**src/rtl/fir_pkg.sv**
```systemverilog
// Shared widths, saturation limits and FSM state encoding for the FIR MAC engine.
package fir_pkg;

    localparam int NUM_TAPS = 1021;
    localparam int DATA_W   = 16;
    localparam int COEFF_W  = 16;
    localparam int ACC_W    = DATA_W + COEFF_W + 10;
    localparam int SHIFT    = 15;
    localparam int ADDR_W   = 10;
    localparam int SAT_MAX  = 32767;
    localparam int SAT_MIN  = -32768;

    typedef enum logic [1:0] {
        IDLE,
        ACCUM,
        OUTPUT
    } state_t;

endpackage

```
**src/rtl/fir_mac_engine_if.sv**
```systemverilog
// Queue, coefficient ROM and filtered-sample signals of the FIR MAC engine.
interface fir_mac_engine_if;
    import fir_pkg::*;

    logic                      sequencing;
    logic                      q_full;
    logic signed [DATA_W-1:0]  smpl_in;
    logic [ADDR_W-1:0]         coeff_addr;
    logic signed [COEFF_W-1:0] coeff;
    logic signed [DATA_W-1:0]  smpl_out;
    logic                      smpl_valid;
    logic                      len_err;
    logic                      seq_err;

    // master is the surrounding system (queue, ROM, CODEC path); slave is the engine.
    modport master (
        output sequencing, q_full, smpl_in, coeff,
        input  coeff_addr, smpl_out, smpl_valid, len_err, seq_err
    );

    modport slave (
        input  sequencing, q_full, smpl_in, coeff,
        output coeff_addr, smpl_out, smpl_valid, len_err, seq_err
    );

endinterface

```
**src/rtl/fir_round_sat.sv**
```systemverilog
// Rounds half-up, arithmetically shifts and saturates the accumulator to one output sample.
module fir_round_sat
    import fir_pkg::*;
(
    input  logic signed [ACC_W-1:0]  acc,
    output logic signed [DATA_W-1:0] sat_out
);

    localparam logic signed [ACC_W-1:0] ROUND_BIAS = ACC_W'(2 ** (SHIFT - 1));
    localparam logic signed [ACC_W-1:0] MAX_A      = ACC_W'(SAT_MAX);
    localparam logic signed [ACC_W-1:0] MIN_A      = ACC_W'(SAT_MIN);

    logic signed [ACC_W-1:0] rounded;

    always_comb begin
        rounded = (acc + ROUND_BIAS) >>> SHIFT;
        if (rounded > MAX_A) begin
            sat_out = DATA_W'(SAT_MAX);
        end else if (rounded < MIN_A) begin
            sat_out = DATA_W'(SAT_MIN);
        end else begin
            sat_out = DATA_W'(rounded);
        end
    end

endmodule

```
**src/rtl/fir_mac_engine.sv**
```systemverilog
// Consumes one queue read-out burst, accumulates sample*coefficient products and
// emits one rounded, saturated filtered sample per well-formed primed burst.
module fir_mac_engine
    import fir_pkg::*;
(
    input  logic             clk,
    input  logic             rst_n,
    fir_mac_engine_if.slave  bus
);

    localparam logic [ADDR_W-1:0] TAPS_A = ADDR_W'(NUM_TAPS);

    state_t                          state;
    state_t                          state_next;
    logic [ADDR_W-1:0]               tap_cnt;
    logic signed [ACC_W-1:0]         acc;
    logic                            seq_d1;
    logic                            primed;
    logic                            overlong;
    logic signed [DATA_W-1:0]        smpl_out_q;
    logic                            smpl_valid_q;
    logic                            len_err_q;
    logic                            seq_err_q;
    logic signed [DATA_W+COEFF_W-1:0] prod;
    logic signed [DATA_W-1:0]        sat_val;

    logic start;
    logic mac_en;
    logic cnt_inc;
    logic set_ovl;
    logic set_len;
    logic set_seq;
    logic load_out;

    assign prod = bus.smpl_in * bus.coeff;

    fir_round_sat u_round_sat (
        .acc     (acc),
        .sat_out (sat_val)
    );

    always_ff @(posedge clk or negedge rst_n) begin
        if (!rst_n) begin
            state <= IDLE;
        end else begin
            state <= state_next;
        end
    end

    always_comb begin
        state_next = state;
        start      = 1'b0;
        mac_en     = 1'b0;
        cnt_inc    = 1'b0;
        set_ovl    = 1'b0;
        set_len    = 1'b0;
        set_seq    = 1'b0;
        load_out   = 1'b0;
        unique case (state)
            IDLE: begin
                if (bus.sequencing) begin
                    start      = 1'b1;
                    state_next = ACCUM;
                end
            end
            ACCUM: begin
                mac_en = seq_d1;
                if (bus.sequencing) begin
                    if (tap_cnt == TAPS_A) begin
                        set_ovl = 1'b1;
                    end else begin
                        cnt_inc = 1'b1;
                    end
                end else begin
                    state_next = OUTPUT;
                end
            end
            OUTPUT: begin
                state_next = IDLE;
                set_seq    = bus.sequencing;
                if (primed && (tap_cnt == TAPS_A) && !overlong) begin
                    load_out = 1'b1;
                end else if ((tap_cnt != TAPS_A) || overlong) begin
                    set_len = 1'b1;
                end
            end
            default: state_next = IDLE;
        endcase
    end

    // tap_cnt and acc are cleared on the way out of OUTPUT so that a burst
    // starting in the very first IDLE cycle addresses coefficient 0.
    always_ff @(posedge clk or negedge rst_n) begin
        if (!rst_n) begin
            tap_cnt      <= '0;
            acc          <= '0;
            seq_d1       <= 1'b0;
            primed       <= 1'b0;
            overlong     <= 1'b0;
            smpl_out_q   <= '0;
            smpl_valid_q <= 1'b0;
            len_err_q    <= 1'b0;
            seq_err_q    <= 1'b0;
        end else begin
            seq_d1       <= bus.sequencing;
            smpl_valid_q <= load_out;
            if (state == ACCUM) begin
                if (mac_en) begin
                    acc <= acc + ACC_W'(prod);
                end
                if (cnt_inc) begin
                    tap_cnt <= tap_cnt + 1'b1;
                end
                if (set_ovl) begin
                    overlong <= 1'b1;
                end
            end else begin
                acc      <= '0;
                overlong <= 1'b0;
                tap_cnt  <= start ? ADDR_W'(1) : '0;
            end
            if (start) begin
                primed <= bus.q_full;
            end
            if (set_ovl || set_len) begin
                len_err_q <= 1'b1;
            end
            if (set_seq) begin
                seq_err_q <= 1'b1;
            end
            if (load_out) begin
                smpl_out_q <= sat_val;
            end
        end
    end

    assign bus.coeff_addr = tap_cnt;
    assign bus.smpl_out   = smpl_out_q;
    assign bus.smpl_valid = smpl_valid_q;
    assign bus.len_err    = len_err_q;
    assign bus.seq_err    = seq_err_q;

endmodule

```
**src/flat_wrapper.sv**
```systemverilog
// flat-port wrapper written by rule: the top's interface ports become plain ports
module fir_mac_engine_flat import fir_pkg::*;
  (clk, rst_n, bus_sequencing, bus_q_full, bus_smpl_in, bus_coeff, bus_coeff_addr, bus_smpl_out, bus_smpl_valid, bus_len_err, bus_seq_err);
  fir_mac_engine_if bus_i ();
  input  logic clk;
  input  logic rst_n;
  input wire logic [$bits(bus_i.sequencing)-1:0] bus_sequencing;
  input wire logic [$bits(bus_i.q_full)-1:0] bus_q_full;
  input wire logic [$bits(bus_i.smpl_in)-1:0] bus_smpl_in;
  input wire logic [$bits(bus_i.coeff)-1:0] bus_coeff;
  output wire logic [$bits(bus_i.coeff_addr)-1:0] bus_coeff_addr;
  output wire logic [$bits(bus_i.smpl_out)-1:0] bus_smpl_out;
  output wire logic [$bits(bus_i.smpl_valid)-1:0] bus_smpl_valid;
  output wire logic [$bits(bus_i.len_err)-1:0] bus_len_err;
  output wire logic [$bits(bus_i.seq_err)-1:0] bus_seq_err;
  assign bus_i.sequencing = bus_sequencing;
  assign bus_i.q_full = bus_q_full;
  assign bus_i.smpl_in = bus_smpl_in;
  assign bus_i.coeff = bus_coeff;
  assign bus_coeff_addr = bus_i.coeff_addr;
  assign bus_smpl_out = bus_i.smpl_out;
  assign bus_smpl_valid = bus_i.smpl_valid;
  assign bus_len_err = bus_i.len_err;
  assign bus_seq_err = bus_i.seq_err;
  fir_mac_engine u_core (.clk(clk), .rst_n(rst_n), .bus(bus_i));
endmodule
```
**config.mk**
```make
export PLATFORM = sky130hd
export DESIGN_NAME = fir_mac_engine_flat
export DESIGN_NICKNAME = d
export VERILOG_FILES = /design/src/rtl/fir_pkg.sv /design/src/rtl/fir_mac_engine_if.sv /design/src/rtl/fir_round_sat.sv /design/src/rtl/fir_mac_engine.sv /design/src/flat_wrapper.sv
export SDC_FILE = /design/constraint.sdc
export NUM_CORES = 1
export LEC_CHECK = 0
export CAP_MARGIN = 25
export CORE_AREA = 2 2 214 258
export DETAILED_ROUTE_END_ITERATION = 10
export DIE_AREA = 0 0 216 260
export HOLD_SLACK_MARGIN = 0.05
export PLACE_DENSITY = 0.59
export SLEW_MARGIN = 20
export SYNTH_ARGS = -nofsm -noshare
export SYNTH_HDL_FRONTEND = slang
export SYNTH_SLANG_ARGS = --single-unit
```
**constraint.sdc**
```tcl
create_clock -name clk -period 5.6 [get_ports clk]
set_input_delay 1.68 -clock clk [delete_from_list [all_inputs] [get_ports clk]]
set_output_delay 1.68 -clock clk [all_outputs]
set_load 0.005 [all_outputs]
```
==> results.toml <==
[routing]
post_drt_wl_per_cell_um = 16.99
route.detailed.drc = 0
initialDrtViolationCount = 446
drt_pass1_iterations = 5
ant_nets = 0
vias = 13400
wl_um = 48600
via_per_inst = 4.686

[timing]
max-slew-margin-rel = 0.4260
slew_viol_final = 0
fin_tns_setup_ps = -39820
layout_setup_ws_ps = -1506
clock.fmax_mhz = 140.7
min_period_over_period = 1.269
fin_skew_ps = 11.71
hold_viol_final = 0
grt_setup_unrepaired = "true"
worst_pin_slew_ps = 861.0
period_needed_ps = 7106
setup_viol = 35

[final_layout]
area_growth_pct = 40.41
final_cell_mix = "inv_1 (359), fa_1 (307), buf_4 (249), nand2_1 (141), ha_1 (81)"
finish.utilization = 0.4311
fin_nets = 2639
nFillCells = 5050
drive_gt1_frac = 0.3394
diodes = 0
final_common_cell = "inv_1"
instances_no_fill = 2860

[flow_run]
cap_violations = 0

[global_routing]
grt_overflow = 0
grt_first_pass_wirelength_um = 80170
grt_max_degree = 53
grt_use_total = 0.1810
grt_pass1_vias = 15300
antenna_found_initial = 0

[die]
start_util = 0.3070
core_um2 = 53530
die_w_um = 216
io_pins = 65
die-height_um = 260
row_count = 93
die_area_um2 = 56160

[synth]
ys_warn_count = 0
synth_edf_count = 0
netlist_instances = 1770
synth-seq-area-share = 0.1157
synth_area_per_cell_um2 = 9.284
yosys_register_bits = 76
syn_nets = 2266
yosysUniqueCellTypes = 62
netlist_area_um2 = 16430
async_flop_share = 1.000
yosys_most_used_dff = "dfrtp_1"

[clocking]
cts.sinks = 76
clkTransAtPathRegs_ps = 60
clock_latency_ps = 360
cts_made_buffers = 9
htreeDepth = 3
cts_tree = "done"
cts-root-buf = "clkbuf_16"
clock_path_buffers = 2

[hold_path]
worstHoldPathType = "flip-flop to flip-flop"

[worst_setup_path]
required_ps = 5840
worstPathArrival_ps = 7340
cp-start-kind = "primary input"
path_max_fanout = 6
crit_type = "primary input to flip-flop"
cp-end-kind = "flip-flop"

[placed_design]
place.gp.congestion = 0.8355
dpl.hpwl_um = 36840
pre_cts_slack_ps = -2491
dp_cells = 2709
io_buffers = 64

[outcome]
violations = "negative setup slack"
status = "finished with violations"
==> cell type report <==
class	count	area [um^2]	share of cell area
clock buffer	12	256.5	0.01112
inverter	423	1597	0.06919
tap	712	890.9	0.03861
clock inverter	4	47.55	0.002061
multi-input combinational	1213	14240	0.6170
sequential	76	1903	0.08248
timing repair buffer	420	4144	0.1796
==> critical path, stage by stage <==
cell and delay (ps):
buf_8 110, buf_12 130, and2_4 140, fa_1 530
inv_2 80, fa_2 670, fa_2 520, buf_4 160
fa_2 630, inv_2 80, buf_4 150, fa_1 490
inv_1 50, fa_1 470, inv_1 60, ha_4 240
a21oi_4 140, o21a_1 160, o31ai_1 70, a31oi_1 230
buf_4 150, nor4_2 30, a311o_1 330
==> cell families (layout without fill, tap and decap cells) <==
| group | after synthesis | in the layout | share of synthesized area |
|---|---|---|---|
| AO/OA/AOI/OAI | 188 | 188 | 0.07599 |
| XOR/XNOR | 62 | 62 | 0.03304 |
| adder cells (fa/ha/maj) | 460 | 460 | 0.5046 |
| buffers and inverters | 481 | 859 | 0.1105 |
| flip-flops | 76 | 76 | 0.1157 |
| multiplexers | 27 | 27 | 0.01652 |
| AND/OR/NAND/NOR | 476 | 476 | 0.1436 |
==> path summary, 6_finish.rpt <==
| path | to | from | slack [ps] | cells past startpoint |
|---|---|---|---|---|
| worst max-delay path | u_core.acc[39] | bus_smpl_in[15] | -1510 | 23 |
| worst min-delay path | u_core.bus.seq_err | u_core.bus.seq_err | 460 | 1 |
| worst max register to register | u_core.acc[39] | u_core.acc[15] | 440 | 20 |
| worst min register to register | u_core.bus.seq_err | u_core.bus.seq_err | 460 | 1 |
| max in group asynchronous | u_core.bus.smpl_out[7] | rst_n | 3320 | 2 |
| min in group asynchronous | u_core.bus.seq_err | rst_n | 1380 | 1 |
==> sequential cells by signal, summed over array words and instances, names as in the netlist <==
register,flops
u_core.acc,42
u_core.bus.smpl_out,16
u_core.bus.coeff_addr,10
u_core.state,2
u_core.bus.len_err,1
u_core.bus.seq_err,1
u_core.bus.smpl_valid,1
u_core.overlong,1
u_core.primed,1
u_core.seq_d1,1
==> per-stage QoR <==
| stage | hold slack [ps] | cell area (um^2) |
|---|---|---|
| after global placement | 452.9 | 20320 |
| after detailed placement | 447.8 | 20320 |
| after global routing | 481.8 | 23070 |
| final | 455.6 | 23070 |
| after floorplan | 451.0 | 17220 |
| after CTS | 461.2 | 22330 |
==> layer usage <==
layer / routed length [um] / global-route usage / vias up
met2: 25300 / 0.3266 / 262
met3: 1654 / 0.02398 / 113
met1: 19230 / 0.2118 / 6886
met5: 0 / 0 / -
li1: - / - / 6142
met4: 2420 / 0.08733 / 0
==> timing repair <==
item / CTS / global route
setup endpoints to repair: 36 / 36
hold buffers: 0 / 0
endpoints found under the hold margin: 0 / 0
resized for setup: 348 / 148
cloned: 9 / 1
setup buffers: 93 / 43
pin swaps: 170 / 137
==> cell usage after synthesis (all sizes together) (13+ instances only) <==
| master | n | share of area |
|---|---|---|
| clkbuf | 48 | 0.011 |
| xnor2 | 36 | 0.019 |
| o22a | 16 | 0.0085 |
| nand2 | 168 | 0.038 |
| inv | 422 | 0.096 |
| nor2 | 94 | 0.022 |
| dfrtp | 76 | 0.12 |
| ha | 122 | 0.093 |
| nand4 | 20 | 0.0085 |
| mux2i | 26 | 0.016 |
| o21a | 13 | 0.0059 |
| nand3 | 23 | 0.0073 |
| xor2 | 26 | 0.014 |
| fa | 338 | 0.41 |
| and2 | 119 | 0.045 |
| o21ai | 30 | 0.0091 |
| a21oi | 51 | 0.016 |
| a21o | 23 | 0.011 |
Power is left out: the tool's default activity adds up to more than one toggle a clock period on the data nets, which glitch-free logic cannot reach.
